$ cat src/rtl/loopyV_data_types.sv
// Shared types for the loopyV rv32imc pipeline: writeback-source select, load funct3 codes,
// and the MEM/WB stage FSM states.
package loopyV_data_types;

    typedef enum logic [1:0] {
        WB_SEL_ALU     = 2'b00,
        WB_SEL_IMM     = 2'b01,
        WB_SEL_LOAD    = 2'b10,
        WB_SEL_PC_LINK = 2'b11
    } wb_sel_t;

    localparam logic [2:0] F3_LB  = 3'b000;
    localparam logic [2:0] F3_LH  = 3'b001;
    localparam logic [2:0] F3_LW  = 3'b010;
    localparam logic [2:0] F3_LBU = 3'b100;
    localparam logic [2:0] F3_LHU = 3'b101;

    typedef enum logic [1:0] {
        MEMWB_IDLE      = 2'b00,
        MEMWB_ACTIVE    = 2'b01,
        MEMWB_WAIT_LOAD = 2'b10
    } memwb_state_t;

endpackage

$ cat src/rtl/load_extract.sv
// Combinational load lane extraction with sign/zero extension and a misalignment flag.
// Shared between the MEM/WB stage and the forwarding unit.
module load_extract
    import loopyV_data_types::*;
#(
    parameter int XLEN = 32
) (
    input  logic [XLEN-1:0] word,
    input  logic [1:0]      lane,
    input  logic [2:0]      funct3,
    output logic [XLEN-1:0] value,
    output logic            misaligned
);

    logic [7:0]  byte_sel;
    logic [15:0] half_sel;

    always_comb begin
        case (lane)
            2'd0:    byte_sel = word[7:0];
            2'd1:    byte_sel = word[15:8];
            2'd2:    byte_sel = word[23:16];
            default: byte_sel = word[31:24];
        endcase
        half_sel = lane[1] ? word[31:16] : word[15:0];

        value      = '0;
        misaligned = 1'b0;
        case (funct3)
            F3_LB:  value = {{(XLEN-8){byte_sel[7]}}, byte_sel};
            F3_LBU: value = {{(XLEN-8){1'b0}}, byte_sel};
            F3_LH: begin
                value      = {{(XLEN-16){half_sel[15]}}, half_sel};
                misaligned = lane[0];
            end
            F3_LHU: begin
                value      = {{(XLEN-16){1'b0}}, half_sel};
                misaligned = lane[0];
            end
            F3_LW: begin
                value      = word;
                misaligned = (lane != 2'd0);
            end
            default: value = '0;
        endcase
    end

endmodule

$ cat src/rtl/pipe_memwb_stage.sv
// MEM/WB pipeline stage: handshake with stall/flush, multi-cycle load wait with timeout,
// in-stage load extraction and link-address writeback.
//
// state      | meaning
// -----------+-------------------------------------------
// IDLE       | no entry held
// ACTIVE     | entry held, first WB cycle
// WAIT_LOAD  | load pending, dmLoadValid not yet seen
module pipe_memwb_stage
    import loopyV_data_types::*;
#(
    parameter int XLEN         = 32,
    parameter int REG_ADDR_W   = 5,
    parameter int LOAD_TIMEOUT = 15,
    parameter int TMO_W        = 4
) (
    input  logic                  clk,
    input  logic                  arstn,
    input  logic                  validMEM,
    output logic                  readyMEM,
    input  logic                  flushIn,
    input  logic                  stallIn,
    input  logic [REG_ADDR_W-1:0] rdAddrMEM,
    input  logic                  rdWriteEnMEM,
    input  logic [1:0]            destinationSelectMEM,
    input  logic [XLEN-1:0]       pcMEM,
    input  logic                  isCompressedMEM,
    input  logic [XLEN-1:0]       rdWriteDataMEM,
    input  logic [XLEN-1:0]       dmAddrMEM,
    input  logic [2:0]            loadStoreByteSelectMEM,
    input  logic [XLEN-1:0]       dmLoadData,
    input  logic                  dmLoadValid,
    output logic                  validWB,
    output logic [REG_ADDR_W-1:0] rdAddrWB,
    output logic                  rdWriteEnWB,
    output logic [XLEN-1:0]       rdWriteDataWB,
    output logic [XLEN-1:0]       pcWB,
    output logic                  misalignedWB,
    output logic                  loadTimeoutWB
);

    typedef struct packed {
        logic [REG_ADDR_W-1:0] rd_addr;
        logic                  rd_we;
        wb_sel_t               sel;
        logic [XLEN-1:0]       pc;
        logic                  is_c;
        logic [XLEN-1:0]       rd_data;
        logic [1:0]            lane;
        logic [2:0]            funct3;
    } memwb_entry_t;

    localparam logic [TMO_W-1:0] TMO_LIMIT = TMO_W'(LOAD_TIMEOUT);

    memwb_state_t     state_q;
    memwb_entry_t     ent_q;
    logic [TMO_W-1:0] cnt_q;

    logic            held;
    logic            is_load;
    logic            tmo_hit;
    logic            retire;
    logic            tmo_retire;
    logic            capture;
    logic [XLEN-1:0] ext_value;
    logic            ext_mis;
    logic            mis;
    logic [XLEN-1:0] link_addr;
    logic            unused_addr_hi;

    // Only the byte lane of the load address matters once data arrives word-aligned.
    assign unused_addr_hi = ^dmAddrMEM[XLEN-1:2];

    load_extract #(.XLEN(XLEN)) u_load_extract (
        .word       (dmLoadData),
        .lane       (ent_q.lane),
        .funct3     (ent_q.funct3),
        .value      (ext_value),
        .misaligned (ext_mis)
    );

    assign held       = (state_q != MEMWB_IDLE);
    assign is_load    = (ent_q.sel == WB_SEL_LOAD);
    assign tmo_hit    = (state_q == MEMWB_WAIT_LOAD) && (cnt_q == TMO_LIMIT);
    assign retire     = held && !stallIn && !flushIn && (!is_load || dmLoadValid || tmo_hit);
    // Data arriving in the same cycle as the timeout wins over the abort.
    assign tmo_retire = retire && is_load && !dmLoadValid;
    assign mis        = is_load && ext_mis;
    assign readyMEM   = !stallIn && !flushIn && (!held || retire);
    assign capture    = validMEM && readyMEM;
    assign link_addr  = ent_q.pc + (ent_q.is_c ? XLEN'(2) : XLEN'(4));

    assign validWB       = retire;
    assign rdWriteEnWB   = retire && ent_q.rd_we && (ent_q.rd_addr != '0) && !mis && !tmo_retire;
    assign misalignedWB  = retire && mis;
    assign loadTimeoutWB = tmo_retire;
    assign rdAddrWB      = held ? ent_q.rd_addr : '0;
    assign pcWB          = held ? ent_q.pc : '0;

    always_comb begin
        rdWriteDataWB = '0;
        if (held && !tmo_retire) begin
            case (ent_q.sel)
                WB_SEL_LOAD:    rdWriteDataWB = ext_value;
                WB_SEL_PC_LINK: rdWriteDataWB = link_addr;
                default:        rdWriteDataWB = ent_q.rd_data;
            endcase
        end
    end

    always_ff @(posedge clk) begin
        if (!arstn) begin
            state_q <= MEMWB_IDLE;
            ent_q   <= '0;
            cnt_q   <= '0;
        end else if (flushIn) begin
            state_q <= MEMWB_IDLE;
            cnt_q   <= '0;
        end else if (!stallIn) begin
            if (capture) begin
                state_q <= MEMWB_ACTIVE;
                cnt_q   <= '0;
                ent_q   <= '{rd_addr: rdAddrMEM,
                             rd_we:   rdWriteEnMEM,
                             sel:     wb_sel_t'(destinationSelectMEM),
                             pc:      pcMEM,
                             is_c:    isCompressedMEM,
                             rd_data: rdWriteDataMEM,
                             lane:    dmAddrMEM[1:0],
                             funct3:  loadStoreByteSelectMEM};
            end else if (retire) begin
                state_q <= MEMWB_IDLE;
                cnt_q   <= '0;
            end else if (state_q == MEMWB_ACTIVE) begin
                state_q <= MEMWB_WAIT_LOAD;
                cnt_q   <= TMO_W'(1);
            end else if (state_q == MEMWB_WAIT_LOAD) begin
                cnt_q   <= cnt_q + TMO_W'(1);
            end
        end
    end

endmodule
$ cat config.mk
export PLATFORM = sky130hd
export DESIGN_NAME = pipe_memwb_stage
export DESIGN_NICKNAME = d
export VERILOG_FILES = /design/src/rtl/loopyV_data_types.sv /design/src/rtl/load_extract.sv /design/src/rtl/pipe_memwb_stage.sv
export SDC_FILE = /design/constraint.sdc
export NUM_CORES = 1
export LEC_CHECK = 0
export CAP_MARGIN = 20
export CORE_MARGIN = 10
export CORE_UTILIZATION = 49
export DETAILED_ROUTE_END_ITERATION = 6
export GPL_TIMING_DRIVEN = 0
export PLACE_DENSITY = 0.95
export SYNTH_ARGS = -nofsm -noshare
export SYNTH_HDL_FRONTEND = slang
export SYNTH_HIERARCHICAL = 1
export SYNTH_SLANG_ARGS = --single-unit
$ cat constraint.sdc
create_clock -name clk -period 8.9 [get_ports clk]
set_clock_uncertainty 0.2 [all_clocks]
set_input_delay 1.78 -clock clk [delete_from_list [all_inputs] [get_ports clk]]
set_output_delay 1.78 -clock clk [all_outputs]
set_load 0.03 [all_outputs]
# Word level (Yosys, flattened, before mapping)

Cells that the tools add are included.

Output and inout bits: 74
Word-level logic and storage cells: 80
Register bits after elaboration: 84
Bits of input ports: 146

Reduce and logical (&&, ||, !) cells: 38
Equality and inequality tests: 11
Mux-type cells: 16
Bitwise gates (word level): 3
$add $sub $neg: 2

Operator list:

| kind                  | count |
|---|---|
| $pmux W32 S5          | 1 |
| $mux W32              | 2 |
| $pmux W32 S2          | 1 |
| $add A32 B3 Y32       | 1 |
| $pmux W8 S3           | 1 |
| $logic_and A1 B1 Y1   | 16 |
| $mux W16              | 1 |
| $mux W4               | 4 |
| $eq A2 B2 Y1 const B  | 4 |
| $logic_not A1 Y1      | 7 |
| $eq A3 B3 Y1 const B  | 2 |
| $mux W2               | 3 |
| $mux W5               | 1 |
| $reduce_bool A5 Y1    | 1 |
| $add A4 B1 Y4 const B | 1 |
| $eq A2 B1 Y1 const B  | 2 |
| $eq A4 B4 Y1 const B  | 1 |
| $reduce_and A2 Y1     | 2 |
| $reduce_bool A2 Y1    | 2 |
| $reduce_bool A4 Y1    | 1 |
| $reduce_or A2 Y1      | 2 |
| $eq A3 B1 Y1 const B  | 1 |
| $eq A3 B2 Y1 const B  | 1 |
| $logic_not A3 Y1      | 1 |
| other kinds (7)       | 11 |

# Logic depth before layout (Yosys ltp)

Depth after elaboration: 10
Gate-level depth with buffers: 10
Gate-level depth less buffers: 7

# Modules after synthesis

The synthesis kept the hierarchy.

By module, submodules not included:

| module           | cells each | instances | seq. area each (µm²) | area each (µm²) |
|---|---|---|---|---|
| pipe_memwb_stage | 713        | 1         | 1681.6               | 5170.0 |
| load_extract     | 100        | 1         | 0.0                  | 739.5 |

# Least setup slack after synthesis

No wires, ideal clock.

Kind: input to output
Start: input dmLoadData[23]
End: output rdWriteDataWB[30]
Cell stages on the path: 6
Buffers on the path: 1
Arrival: 3.531 ns
Slack: 3.389 ns
Cells stage by stage: mux2_2 -> buf_2 -> a22oi_1 -> o21ai_0 -> o221ai_1 -> nor4_1

Word-level cells in the longest chain between the ends: 4

Ends and longest elaborated chain:

| what              | line                    | source |
|---|---|---|
| start, declared   | pipe_memwb_stage.sv:31  | `input logic [XLEN-1:0] dmLoadData,` |
| $pmux W8 S3       | load_extract.sv:19      | `case (lane)` |
| $pmux W32 S5      | load_extract.sv:29      | `case (funct3)` |
| net ext_value[30] | pipe_memwb_stage.sv:65  | `logic [XLEN-1:0] ext_value;` |
| $pmux W32 S2      | pipe_memwb_stage.sv:103 | `case (ent_q.sel)` |
| $mux W32          | pipe_memwb_stage.sv:102 | `if (held && !tmo_retire) begin` |
| end, declared     | pipe_memwb_stage.sv:36  | `output logic [XLEN-1:0] rdWriteDataWB,` |

The timed path passes the listed nets, and every way through them passes these cells.

# Worst setup path after layout

Start: input dmLoadData[23]
End: output rdWriteDataWB[19]

The elaborated chain is that of the path after synthesis.

==> flow_summary.ini <==
[global_route]
top_usage_layer = met2
grt_pass1_wl_microns = 37100
met1_usage = 0.337
grt_use_total = 0.277
grt-ovfl-total = 0
use_met2 = 0.455
grt_antenna_before_repair = 0
grt_max_degree = 16
grt_pass1_vias = 6929
grtUsageMet3 = 0.0617

[synthesis]
netlist_area_sq_mm = 0.00591
synth-edff-count = 0
yosysWarnings = 6
synth.yosys.seq_area_share = 0.285
syn_nets = 966
ys_ff_latch = 84
synth_area_per_cell_sq_um = 7.27
synth-async-reset-ratio = 0
synth_cell_types = 71
synthCells = 813
ys.flop_type = dfxtp_1

[setup_path]
crit_family = buffers and inverters
worst-r2r-setup-slack_ps = 6380
path_cells = clkdlybuf4s50_1, mux2_2, buf_2, a22oi_1, o21ai_0, o21ai_0, a21o_1, a221oi_1, clkdlybuf4s50_1
crit_buf_inv = 3
critPathLaunchType = input port
crit_type = in2out
r2r-end = ent_q[1]
r2r-start = cnt_q[0]
arrival_ps = 4750
slowest_delay_ps = 770
slowest_stage = clkdlybuf4s50_1
critPathCaptureType = primary output
crit_required_ps = 6920
critPathMaxFanout = 10
r2r_cells = 9

[finish]
area_growth_pct = 41.2
final_util = 0.700
regArea_sq_mm = 0.00168
layout-drive-gt1-share = 0.0707
layout_common_cells = clkdlybuf4s50_1 (189), nand2_1 (104), nand3_1 (92), dfxtp_1 (84), o21ai_0 (80)
final_nets = 1166
n_fill_cell = 973
multi_input_area_sq_mm = 0.00378
diodes = 0
final_common_cell = clkdlybuf4s50_1

[hold_path]
hp-class = reg2reg
whs_path_depth = 2
min_delay_worst_endpoint = ent_q[73]
hp-start = ent_q[73]

[drt]
routed_wl_microns = 24600
viasPerCell = 6.39
ant_nets = 0
post_drt_wl_per_cell_microns = 21.1
drtIter0Drc = 1109
drt_first_pass_iters = 7
drc_errors = 7
vias = 7445

[die]
dieArea_sq_mm = 0.0169
core_sq_mm = 0.0119
start_util = 0.496
row_count = 40
ios = 220
dieWidth_microns = 130
die_h_microns = 130

[flow_run]
max_cap_viol_count = 0

[sta]
finalCritPeriodShare = 0.757
finalMaxSlewViolations = 0
worstMarginPinSlew_ps = 853
finalSetupTns_ps = 0
rsz0062_at_grt = no
min_period_ps = 6730
maxSlewHeadroom = 0.427
finalHoldViolations = 0
clock.fmax_ghz = 0.149
setup_viol = 0

[placement]
io_buffer_count = 189
gp_congestion = 0.964
post-dp-hpwl_microns = 18900

[clock_tree]
cts_tree = done
cts_buffers = 9
postCtsHoldBufs = 0
clk_latency_ps = 350
clkSinkCount = 84
root_buffer = clkbuf_16
post-cts-setup-buffers = 0
clockBufferDepth = 2
clk_pin_slew_ps = 70
htreeDepth = 3
cts-resized-gates = 0

[power]
max-vdd-ir-drop_v = 0.0000901
cellPowerDensity_mw_per_mm2 = 125
p_leak_nw = 2.87

[run_status]
violations = design-rule violations
status = complete, but fails checks
## how the worst max path moves through the flow
stage              startpoint           endpoint  slack, ps  cells past startpoint
4_1_cts        dmLoadData[23]  rdWriteDataWB[19]       2310                      9
5_1_grt        dmLoadData[31]  rdWriteDataWB[19]       2060                      9
6_report       dmLoadData[23]  rdWriteDataWB[19]       2170                      9
3_3_place_gp   dmLoadData[23]  rdWriteDataWB[19]       2340                      9
2_1_floorplan  dmLoadData[23]  rdWriteDataWB[30]       3390                      6
3_5_place_dp   dmLoadData[23]  rdWriteDataWB[19]       2300                      9
## final cells by class
| class | count | share of cell area |
|---|---|---|
| timing repair buffer | 189 | 0.227 |
| tap | 147 | 0.0220 |
| clock buffer | 10 | 0.0286 |
| buffer | 78 | 0.0460 |
| inverter | 16 | 0.00720 |
| sequential | 84 | 0.202 |
| multi-input combinational | 635 | 0.454 |
| clock inverter | 6 | 0.0142 |
## registers in the layout, indices dropped and copies added, names as in the netlist
register,flops
cnt_q,4
ent_q,78
state_q,2
## cell families after synthesis
group | share of synthesized area
and+or+nand+nor | 0.322
AOI/OAI and AO/OA | 0.262
buffers and inverters | 0.0752
DFF | 0.285
muxes | 0.0375
adders and majority gates | 0.0161
xor gates and xnor gates | 0.00296
## metal layers
layer | wire length [microns] | vias to the layer above
met2 | 11400 | 570
met4 | 1040 | 0
met1 | 9310 | 3405
met5 | 0 | -
li1 | - | 3371
met3 | 2840 | 99
## per-stage QoR
stage / instance area, sq um / worst slack [ps] / power [mW] / hold slack (ps) / cells
after floorplan: 5910 / 3390 / 0.497 / 236 / 813
after global placement: 7990 / 2340 / 0.586 / 246 / 1149
after detailed placement: 7990 / 2300 / 0.589 / 257 / 1149
after CTS: 8340 / 2310 / 1.03 / 266 / 1165
after global routing: 8340 / 2060 / 1.07 / 294 / 1165
final: 8340 / 2170 / 1.04 / 265 / 1165
## worst min-delay path, cell delays in order (launching register included)
cell and delay (ps):
dfxtp_1 320, nand3_1 60, o21ai_1 50
## cells in the mapped netlist (6+ instances only)
master	instances	area share
nor3_1	12	0.010
nor2b_1	45	0.048
a211oi_1	7	0.0089
a22oi_1	37	0.047
o21ai_0	80	0.068
a31oi_1	9	0.0095
a21oi_1	20	0.017
nand3_1	92	0.078
a221o_1	10	0.017
dfxtp_1	84	0.28
nor4_1	10	0.011
buf_6	7	0.013
clkbuf_1	40	0.025
o211ai_1	7	0.0089
mux2_2	7	0.013
buf_2	18	0.015
nand4_1	11	0.012
nor2_1	40	0.025
ha_1	6	0.013
and3_1	15	0.016
mux2i_1	12	0.020
inv_1	15	0.0095
buf_1	6	0.0038
nand2_1	104	0.066
o21ai_1	29	0.025
## power breakdown
part | internal [mW] | switching [mW]
clock network | 0.286 | 0.169
registers | 0.388 | 0.0135
logic | 0.0906 | 0.0953
total | 0.764 | 0.278
(Power assumes the default switching activity.)
